===== src/rtl/fetch_queue.sv =====
// Instruction buffer between fetch and decode: a DEPTH-entry {pc, instr} FIFO
// with a single-cycle flush for branch redirects and no empty-queue bypass.
module fetch_queue #(
    parameter int DEPTH   = 4,
    parameter int PC_W    = 8,
    parameter int INSTR_W = 8
) (
    input  logic                     clk,
    input  logic                     n_rst,
    input  logic                     flush,
    input  logic                     enq_valid,
    input  logic [PC_W-1:0]          enq_pc,
    input  logic [INSTR_W-1:0]       enq_instr,
    output logic                     enq_ready,
    output logic                     deq_valid,
    output logic [PC_W-1:0]          deq_pc,
    output logic [INSTR_W-1:0]       deq_instr,
    input  logic                     deq_ready,
    output logic [$clog2(DEPTH):0]   count
);

    localparam int PTR_W = $clog2(DEPTH);
    localparam int CNT_W = PTR_W + 1;
    localparam int ENT_W = PC_W + INSTR_W;

    logic [PTR_W-1:0] wr_ptr;
    logic [PTR_W-1:0] rd_ptr;
    logic [ENT_W-1:0] storage [DEPTH];
    logic             enq_fire;
    logic             deq_fire;

    // A full queue refuses enq even if the head is consumed this cycle.
    assign enq_ready = n_rst & (count != CNT_W'(DEPTH));
    assign deq_valid = n_rst & (count != '0);
    assign enq_fire  = enq_valid & enq_ready & ~flush;
    assign deq_fire  = deq_valid & deq_ready & ~flush;

    assign {deq_pc, deq_instr} = storage[rd_ptr];

    always_ff @(posedge clk) begin
        if (!n_rst) begin
            wr_ptr <= '0;
            rd_ptr <= '0;
            count  <= '0;
        end else if (flush) begin
            rd_ptr <= wr_ptr;
            count  <= '0;
        end else begin
            if (enq_fire) begin
                wr_ptr <= wr_ptr + PTR_W'(1);
            end
            if (deq_fire) begin
                rd_ptr <= rd_ptr + PTR_W'(1);
            end
            case ({enq_fire, deq_fire})
                2'b10:   count <= count + CNT_W'(1);
                2'b01:   count <= count - CNT_W'(1);
                default: count <= count;
            endcase
        end
    end

    // Storage is deliberately left unreset; enq_fire already excludes reset and flush.
    always_ff @(posedge clk) begin
        if (enq_fire) begin
            storage[wr_ptr] <= {enq_pc, enq_instr};
        end
    end

endmodule

===== config.mk =====
export PLATFORM = sky130hd
export DESIGN_NAME = fetch_queue
export DESIGN_NICKNAME = d
export VERILOG_FILES = /design/src/rtl/fetch_queue.sv
export SDC_FILE = /design/constraint.sdc
export NUM_CORES = 1
export LEC_CHECK = 0
export ABC_AREA = 1
export CORE_MARGIN = 2
export CORE_UTILIZATION = 57
export DETAILED_ROUTE_END_ITERATION = 16
export PLACE_DENSITY = 0.83
export SETUP_SLACK_MARGIN = 0.05
export SYNTH_ARGS = -nofsm -noshare
export SYNTH_HDL_FRONTEND = slang
export SYNTH_SLANG_ARGS = --single-unit

===== constraint.sdc =====
create_clock -name clk -period 2.9 [get_ports clk]
set_input_delay 0.58 -clock clk [delete_from_list [all_inputs] [get_ports clk]]
set_output_delay 0.58 -clock clk [all_outputs]
set_load 0.03 [all_outputs]

==> metrics <==
status=finished, final reports clean; CP endpoint=deq_pc[2]; Least-Margin Pin Slew=499 ps; Mapped Area=2890 um^2; Antenna Cells=0; I/O Pins=42; vias after detailed routing=1857; required time worst endpoint=2320 ps; fmax=374 MHz; syn_nets=254; Critical Path AT=2090 ps; Mean Syn Cell Area=12.7 um^2; number of nets in the layout=309; clk_lat worst skew=340 ps; RSZ-0062 raised after global routing=no; final WL=5.32 mm; Slew Viols, Final=0; post-route setup TNS=0 ps; CP Max Fanout=32; Max H-tree Level=3; CTS Buffer Depth=2; worst vdd ir=0.308 mV; Final Skew=3.91 ps; Setup Crit Path Kind=reg -> out; Chip Width=75.2 um; Worst setup SP type=flop; global-route wire length before repair=8.43 mm; hold_ws=527 ps; # rows=25; Filler cells=346; Hold Vio Cnt, Final=0; CTS Buf Count=9; GRT overflow=0; R2R Setup Slk=960 ps; GP Congestion=0.750; Yosys warning count=0; Initial Util=0.600; Synth cell types=20; clock slew at reported path FFs=70 ps; number of remaining DRC errors=0; Die Ht=75.2 um; register area share after synthesis=0.728; die area=5650 um^2; DRT iter0 DRCs=170; Total Routing Usage GR=0.211; CTS tree=yes; PostCTS Resize Cnt=0; total power=0.00211 W; post-route ant nets=0; layout cells sized above 1=0.108; Synth Register Bits=73; largest net degree at the start of global routing=33; post-route cell area=3620 um^2; placed cell area=3430 um^2; Max-slew headroom=0.667; Worst R2R Path Depth=10; Hold Path Cell Cnt=2; initial antenna violation count=0; Detailed Routing Iterations Pass 1=4; crit path time final=2670 ps; post-CTS setup repair buffer count=0; Register Area=2100 um^2; worst reg2reg startpoint=count[1]$_SDFFE_PP0P_; Pwr Density=583 nW/um^2; critical path endpoint category=output port; Clock Tree Root=clkbuf_8; Layout area overhead=25.2%; Sink Count=73; wire length per cell=15.0 um; min-delay worst type=reg -> reg; vias per cell=5.25; multi-input logic area=673 um^2; hpwl dp=3.35 mm; vias in the first global route=1842; final worst-path cycle share=0.922; hold_buf cts=0; Post-Synthesis Cells=227; Port Buf Inserts=41; final core utilization=0.751; Max-cap violations=0; core area=4820 um^2; final setup fails=0; P_leak=1.29 nW; FF-to-FF End=count[2]$_SDFFE_PP0P_
==> metrics by stage <==
stage	std cells	setup WS, ps
after detailed placement	338	244
after CTS	354	85.5
after global placement	338	367
final	354	225
after global routing	354	88.1
after floorplan	227	925
==> power breakdown <==
group | leakage [nW] | switching (W) | internal [W]
clock | 0.0913 | 0.000360 | 0.000392
combinational | 0.547 | 0.000110 | 0.0000811
sequential | 0.652 | 0.00000895 | 0.00116
==> sequential cells by signal, summed over array words and instances (netlist names), named ones only <==
name,cells
storage,64
rd_ptr,2
wr_ptr,2
count,3
==> cells in the mapped netlist <==
cell type,count,area [um^2]
edfxtp_1,64,1920
nor2_1,40,150
o21ai_0,34,170
inv_1,17,63.8
o22ai_1,16,100
nand2_1,10,37.5
dfxtp_1,9,180
a21oi_1,6,30.0
buf_2,6,30.0
nand3_1,6,30.0
ha_1,5,62.6
o21ai_1,4,20.0
inv_2,3,11.3
clkbuf_1,1,3.75
clkbuf_2,1,5.00
fa_1,1,20.0
nand3_4,1,17.5
nand4_1,1,6.26
nor2_8,1,20.0
o21ai_2,1,8.76
==> placed cells by master (no fill, tap or decap), drive strengths merged <==
cell type / count
fa: 1
dfxtp: 9
nand3: 7
nand4: 1
o22ai: 16
ha: 5
a21oi: 6
clkbuf: 10
buf: 11
clkinv: 4
bufinv: 1
nand2: 10
clkinvlp: 1
clkdlybuf4s50: 41
o21ai: 39
inv: 20
nor2: 41
edfxtp: 64
==> routing by layer <==
layer | share of wire | track usage | vias up
li1 | - | - | 926
met1 | 0.43 | 0.260 | 884
met2 | 0.52 | 0.337 | 41
met3 | 0.042 | 0.0629 | 6
met4 | 0.013 | 0.115 | 0
met5 | 0 | 0 | -
==> layout make-up <==
class                      instances  share of cell area
timing repair buffer              52               0.136
tap                               67              0.0232
sequential                        73               0.581
inverter                          20              0.0214
clock buffer                      10              0.0353
clock inverter                     6              0.0163
multi-input combinational        126               0.186
==> critical path, stage by stage (launching register included) <==
cell             delay (ps)
dfxtp_1                 330
inv_2                   380
o21ai_0                 170
o22ai_1                 160
clkdlybuf4s50_1         710
==> worst min path at each step <==
stage                           start                      to
6_report       rd_ptr[1]$_SDFFE_PN0N_                    flop
5_1_grt        rd_ptr[1]$_SDFFE_PN0N_                    flop
4_1_cts        rd_ptr[1]$_SDFFE_PN0N_  rd_ptr[1]$_SDFFE_PN0N_
3_5_place_dp   rd_ptr[1]$_SDFFE_PN0N_                    flop
3_3_place_gp   rd_ptr[1]$_SDFFE_PN0N_                    flop
2_1_floorplan  rd_ptr[1]$_SDFFE_PN0N_                    flop
==> logic make-up (layout without fill, tap and decap cells) <==
logic type               count (synthesis)  after routing  synth area share
flip-flops                              73             73             0.728
AND/OR/NAND/NOR                         59             59            0.0905
adder cells (fa/ha/maj)                  6              6            0.0286
buffers and inverters                   28             88            0.0394
AO/OA/AOI/OAI                           61             61             0.114
Note: power is estimated with default switching activity, not from simulation.
